[config.mk]
export PLATFORM = sky130hd
export DESIGN_NAME = img_decr
export DESIGN_NICKNAME = d
export VERILOG_FILES = /design/src/rtl/img_decr.sv
export SDC_FILE = /design/constraint.sdc
export NUM_CORES = 1
export LEC_CHECK = 0
export BUFFER_PORTS_ARGS = -buffer_cell sky130_fd_sc_hd__buf_2
export CORE_MARGIN = 4
export CORE_UTILIZATION = 50
export DETAILED_ROUTE_END_ITERATION = 8
export PLACE_DENSITY = 0.7
export SLEW_MARGIN = 20
export SYNTH_ARGS = -nofsm -noshare
export SYNTH_HDL_FRONTEND = slang
export SYNTH_SLANG_ARGS = --single-unit
[constraint.sdc]
create_clock -name clk -period 8.1 [get_ports clk]
set_input_delay 0.405 -clock clk [delete_from_list [all_inputs] [get_ports clk]]
set_output_delay 0.405 -clock clk [all_outputs]
set_load 0.005 [all_outputs]
[src/rtl/img_decr.sv]
// img_decr: streaming one-pixel-per-cycle image decryptor (pass, subtract, invert, LFSR-XOR).
// Optional per-frame XOR checksum output enabled by defining IMGDECR_CKSUM_EN.
module img_decr #(
  parameter int FRAME_LEN = 250000
) (
  input  logic       clk,
  input  logic       rst,
  input  logic [0:7] ibyte,
  input  logic       ivalid,
  output logic       iready,
  input  logic [7:0] value,
  input  logic [0:1] select,
  output logic [0:7] obyte,
  output logic       ovalid,
  input  logic       oready,
`ifdef IMGDECR_CKSUM_EN
  output logic [7:0] cksum,
`endif
  output logic       frame_done
);

  localparam int CW = $clog2(FRAME_LEN + 1);

  typedef enum logic [1:0] {IDLE, STREAM, FLUSH} state_t;
  typedef enum logic [1:0] {M_PASS, M_SUB, M_INV, M_XOR} mode_t;

  state_t         state, state_nxt;
  mode_t          mode_r, mode_eff;
  logic [CW-1:0]  count;
  logic [7:0]     key_r, lfsr, key_eff, k_eff, pix, dec;
  logic           in_xfer, out_xfer, last_px;

  function automatic logic [7:0] lfsr_step(input logic [7:0] k);
    return {k[6:0], k[7] ^ k[5] ^ k[4] ^ k[3]};
  endfunction

  assign iready   = (!ovalid || oready) && (state != FLUSH);
  assign in_xfer  = ivalid && iready;
  assign out_xfer = ovalid && oready;
  assign pix      = ibyte;

  // The first pixel of a frame must see the freshly sampled key, mode and seed.
  assign key_eff  = (state == IDLE) ? value : key_r;
  assign mode_eff = (state == IDLE) ? mode_t'(select) : mode_r;
  assign k_eff    = (state == IDLE) ? ((value == 8'h00) ? 8'h01 : value) : lfsr;
  assign last_px  = (state == IDLE) ? (FRAME_LEN == 1) : (count == CW'(FRAME_LEN - 1));

  always_comb begin
    // NOTE: every combinational output gets a default first so no latch is inferred.
    dec = pix;
    unique case (mode_eff)
      M_PASS: dec = pix;
      M_SUB:  dec = pix - key_eff;
      M_INV:  dec = ~pix;
      M_XOR:  dec = pix ^ k_eff;
    endcase
  end

  always_comb begin
    state_nxt = state;
    unique case (state)
      IDLE:    if (in_xfer) state_nxt = last_px ? FLUSH : STREAM;
      STREAM:  if (in_xfer && last_px) state_nxt = FLUSH;
      FLUSH:   if (out_xfer) state_nxt = IDLE;
      default: state_nxt = IDLE;
    endcase
  end

  // NOTE: sequential state uses non-blocking assignments so all registers update together.
  always_ff @(posedge clk or posedge rst) begin
    if (rst) begin
      state      <= IDLE;
      count      <= '0;
      lfsr       <= 8'h01;
      key_r      <= 8'h00;
      mode_r     <= M_PASS;
      obyte      <= 8'h00;
      ovalid     <= 1'b0;
      frame_done <= 1'b0;
    end else begin
      state      <= state_nxt;
      frame_done <= (state == FLUSH) && out_xfer;

      if (in_xfer) begin
        lfsr   <= lfsr_step(k_eff);
        obyte  <= dec;
        ovalid <= 1'b1;
        if (state == IDLE) begin
          key_r  <= value;
          mode_r <= mode_t'(select);
          count  <= CW'(1);
        end else begin
          count  <= count + CW'(1);
        end
      end else if (oready) begin
        ovalid <= 1'b0;
      end

      if (state == FLUSH && out_xfer) count <= '0;
    end
  end

`ifdef IMGDECR_CKSUM_EN
  always_ff @(posedge clk or posedge rst) begin
    if (rst)                            cksum <= 8'h00;
    else if (in_xfer && state == IDLE)  cksum <= 8'h00;
    else if (out_xfer)                  cksum <= cksum ^ obyte;
  end
`endif

endmodule
== Yosys cells after proc, flatten, opt, wreduce, memory -nomap -nowiden ==
Index checks and enable logic that the tools add are counted.

* Reduce and logical (&&, ||, !) cells: 13
* $add $sub $neg: 2
* Equal/unequal tests: 10
* Bitwise gates (word level): 5
* Mux-type cells: 16

{| class="wikitable"
|+ Operators with widths
! cell !! number
|-
| two-way mux 18 bit || 3
|-
| case mux 8 bit (4 select lines) || 1
|-
| two-way mux 8 bit || 3
|-
| adder 18 x 1 -> 18 bit, second input constant || 1
|-
| == test 18 bit, second input constant || 1
|-
| two-way mux 2 bit || 5
|-
| logical NOT 8 bit || 1
|-
| inequality test 2 bit, second input constant || 4
|-
| inverter 8 bit || 1
|-
| subtractor 8 bit || 1
|-
| XOR 8 bit || 1
|-
| == test 2 bit, second input constant || 3
|-
| case mux 2 bit (3 select lines) || 1
|-
| logical AND 1 bit || 5
|-
| == test 2 x 1 -> 1 bit, second input constant || 2
|-
| logical NOT 2 bit || 2
|-
| nonzero test 2 bit || 2
|-
| two-way mux 1 bit || 3
|-
| AND reduction 3 bit || 1
|-
| XOR 1 bit || 3
|-
| logical NOT 1 bit || 1
|-
| logical OR 1 bit || 1
|}

* Logic and storage cells: 54
* Bits in registers: 48
* Input bits: 22

== Logic depth before layout (Yosys ltp) ==
* Word-level depth: 7
* Depth in mapped cells: 14
* Depth with buffers taken out: 11

== Worst setup path before layout ==
OpenSTA, ideal clock, no wires.

* Kind: register to register
* Start point: register state[1]
* End point: register obyte[1] in the netlist's numbering
* Arrival: 2,714 ps
* Setup slack: 5,248 ps
* Period minus slack after synthesis: 2,852 ps
* Path buffers: 3
* Stages on the path, launching flop included: 15
* Cells stage by stage: dfrtp_1 > buf_6 > or2_4 > buf_4 > buf_4 > nand2_1 > nand2_1 > ha_1 > fa_1 > nand2b_1 > a21oi_1 > o21ai_0 > a31oi_1 > mux2i_1 > o211ai_1

* Word-level cells in the longest chain between the ends: 4
* Elaborated cells on any way between the ends: 14
* Those cells by class: add/sub: 1; eq/ne: 4; mux: 4; bitwise: 1; reduce/logical: 4

{| class="wikitable"
|+ Ends and longest elaborated chain
! item !! RTL line !! text
|-
| from (decl) || 27 || <nowiki>state_t state, state_nxt;</nowiki>
|-
| from (signal assigned) || 81 || <nowiki>state <= state_nxt;</nowiki>
|-
| logical NOT 2 bit || 43 || <nowiki>assign key_eff = (state == IDLE) ? value : key_r;</nowiki>
|-
| two-way mux 8 bit || n/a ||
|-
| named net key_eff[0] || 30 || <nowiki>logic [7:0] key_r, lfsr, key_eff, k_eff, pix, dec;</nowiki>
|-
| subtractor 8 bit || 53 || <nowiki>M_SUB: dec = pix - key_eff;</nowiki>
|-
| case mux 8 bit (4 select lines) || 51 || <nowiki>unique case (mode_eff)</nowiki>
|-
| to (signal assigned) || 77 || <nowiki>obyte <= 8'h00;</nowiki>
|-
| to (signal assigned) || 86 || <nowiki>obyte <= dec;</nowiki>
|-
| to (decl) || 13 || <nowiki>output logic [0:7] obyte,</nowiki>
|}

The timed path passes the listed nets, and every way through them passes these cells.
A chain may end at the register's enable or synchronous reset.

== Final worst setup path ==
* Start point: register state[1]
* End point: register obyte[2] in the netlist's numbering

* Word-level cells in the longest chain between the ends: 4
* Elaborated cells on any way between the ends: 14
* Those cells by class: add/sub: 1; eq/ne: 4; mux: 4; bitwise: 1; reduce/logical: 4

{| class="wikitable"
|+ Ends and longest elaborated chain
! item !! RTL line
|-
| logical NOT 2 bit || 43, 44, 45
|-
| two-way mux 8 bit (tied with other cells) || n/a
|-
| subtractor 8 bit (tied with other cells) || 53
|-
| case mux 8 bit (4 select lines) || 51
|}

Several ways; a longest one is shown, not always the timed one.

==> run metrics <==
status complete, no violations; Worst setup SP type register; Post-synth EDFFs 0; Crit. Startpoint state[1]; PD cells 132 mW/mm^2; Seq/Total Area, Yosys 39.7%; Sw Share 21.9%; 1st-pass router iterations 5; TNS Setup 0 ps; routed wire length 7120 microns; CTS tree built; GR Util met3 3.55%; total power 0.438 mW; reg2reg setup slack 5020 ps; H-tree depth 2; area grow syn2layout 9.96%; Antenna Violating Nets Remaining 0; worst stage delay on the critical path 710 ps; Logic pwr share 6.4%; slowest library cell on the worst path nor2_1; RSZ-0062 raised after global routing false; power share of the sequential group 54.7%; CTS resizes 0; flops & latches, synth 48; global-route wire length before repair 12400 microns; global route hottest layer met2; worst-path maximum fanout 12; CP bufs+invs 0; worst-path cell chain nor2_1, and2_1, a21oi_1, ha_1, nor2b_1, o31a_1, o22ai_1, and3_1, o21ai_1, a31oi_1; via count 2674; post-route cell area 0.00333 sq mm; CTS sink cnt 48; row cnt 28; total track usage 20.9%; Chip Height 85.8 microns; Tcrit/Tclk final 38.0%; met1 Use GR 25.8%; RR Startpoint state[1]; total grt overflow 0; hold_ws 239 ps; fraction of layout cells with a size suffix above 1 15.0%; GPL Wtd Cong 0.857; Slew Viols, Final 0; placed cell areas 0.00322 sq mm; I/O pin total 33; VDD IR max 0.0838 mV; drt initial violations 199; initial antenna violation count 0; FF-to-FF path depth 10; predominant post-synthesis flop cell dfrtp_1; antenna cell count 0; Leak 1.51 nW; Crit path depth 10; crit path time final 3080 ps; Net Sw Power 0.0957 mW; worst-margin pin slew 845 ps; clk_skew 3.32 ps; root buf cell clkbuf_8; maxcap violations 0; yosys warns 0; worst min-delay path category input pin to async pin; Detail Placement HPWL 5140 microns; die area 0.00736 sq mm; Max Root-Sink Buffers 2; Vias/cell 5.88; Final Setup Violations 0; worst-skew pair later-pin latency 300 ps; Fmax 0.325 GHz; Unique masters post-synth 57; # DRC 0; Post CTS Setup Buffer Count 0; cts bufs inserted 5; vias in the first global route 2670; Mean Syn Cell Area 8.55 sq um; met2 Track Usage GR 36.9%; cells after synthesis 354; initial core utilization 51.4%; CP arrival 3300 ps; Critical Path RT 8330 ps; Async SR Flop Fraction 100%; cell family with most CP delay simple AND/OR/NAND/NOR gates; DIE WIDTH 85.8 microns; number of port buffers 32; critical setup path kind register to register; core outline area 0.00589 sq mm; Clock Power Share 39.0%; post-synthesis net count 384; routed length per instance 15.7 microns; Setup crit end kind register; cts-stage hold buffer count 0; Clock transition at path regs 90 ps; Synth Cell Area 0.00303 sq mm; largest net degree at the start of global routing 49; NumNets Final 409; Final Hold Violating Endpoints 0; Slew Limit Headroom 43.5%; internal power 0.342 mW
[worst reg2reg max path, stage by stage, from the launching register on]
cell,delay [ps]
dfrtp_1,520
nor2_1,710
and2_1,280
a21oi_1,90
ha_1,290
nor2b_1,130
o31a_1,250
o22ai_1,300
and3_1,210
o21ai_1,60
a31oi_1,170
[final timing paths]
kind,endpoint
worst max-delay path,obyte[2]
worst min-delay path,count[8]
worst max register to register,obyte[2]
worst min register to register,lfsr[0]
max in group asynchronous,key_r[1]
min in group clk,key_r[7]
[power by group through the flow]
stage,logic (mW),registers (mW),clock network (mW)
final,0.0278,0.239,0.171
after CTS,0.0283,0.239,0.177
after detailed placement,0.0282,0.244,0
after floorplan,0.0164,0.244,0
after global routing,0.0318,0.239,0.186
after global placement,0.0280,0.244,0
[cells in the final DEF, fill, tap and decap left out, drive strengths merged, types with 5 or more instances in the layout]
| cell | instances |
|---|---|
| dfrtp | 47 |
| nor2 | 42 |
| a21oi | 38 |
| nand2 | 37 |
| o21ai | 36 |
| buf | 34 |
| xnor2 | 11 |
| inv | 10 |
| a31oi | 9 |
| a211oi | 9 |
| nand3 | 8 |
| nand4 | 7 |
| ha | 7 |
| o21a | 6 |
| and2 | 6 |
| mux2i | 6 |
| o31ai | 6 |
| clkbuf | 6 |
| nand2b | 5 |
| nor3 | 5 |
[registers in the layout, summed over array words and instances, names as in the netlist]
register and count:
count 18, key_r 8, lfsr 8, obyte 8
mode_r 2, state 2, frame_done 1, ovalid 1
[metal layers]
| layer | vias to the layer above | routed length (microns) |
|---|---|---|
| met5 | - | 0 |
| met4 | 0 | 172 |
| met3 | 15 | 332 |
| met2 | 76 | 3610 |
| met1 | 1247 | 3010 |
| li1 | 1336 | - |
[per-stage QoR]
stage / std cells / worst slack (ps) / utilization (%)
final: 455 / 5020 / 56.5
after global routing: 455 / 4800 / 56.5
after global placement: 447 / 5180 / 54.6
after CTS: 455 / 5080 / 56.5
after floorplan: 354 / 5250 / -
after detailed placement: 447 / 5080 / 54.6
[area by class of cell]
class | count | area (sq um)
inverter | 11 | 42.5
tap | 75 | 93.8
clock inverter | 2 | 35.0
clock buffer | 6 | 72.6
sequential | 48 | 1200
fill | 560 | 2560
timing repair buffer | 34 | 175
multi-input combinational | 279 | 1710
[cell families (layout without fill, tap and decap cells)]
logic type / count (synthesis) / count (layout) / synth area share (%)
AOI/OAI and AO/OA: 122 / 122 / 25.3
xor gates and xnor gates: 13 / 13 / 3.76
adders and majority gates: 8 / 8 / 3.56
buffers and inverters: 27 / 53 / 4.01
DFF: 48 / 48 / 39.7
muxes: 8 / 8 / 2.73
and+or+nand+nor: 128 / 128 / 20.9
[cells in the mapped netlist (6+ instances only)]
| library cell | instances | area [sq um] |
|---|---|---|
| ha_1 | 7 | 87.6 |
| xnor2_1 | 11 | 96.3 |
| mux2i_1 | 6 | 60.1 |
| a31oi_1 | 9 | 56.3 |
| and2_1 | 6 | 37.5 |
| nor2_1 | 41 | 154 |
| nand3_1 | 8 | 40.0 |
| nand2_1 | 37 | 139 |
| dfrtp_1 | 47 | 1180 |
| a211oi_1 | 8 | 60.1 |
| a21oi_1 | 35 | 175 |
| o21a_1 | 6 | 45.0 |
| o21ai_1 | 8 | 40.0 |
| o21ai_0 | 28 | 140 |
| inv_1 | 11 | 41.3 |
| nand4_1 | 7 | 43.8 |
| clkbuf_1 | 7 | 26.3 |
Power figures use the tool's default switching activity.
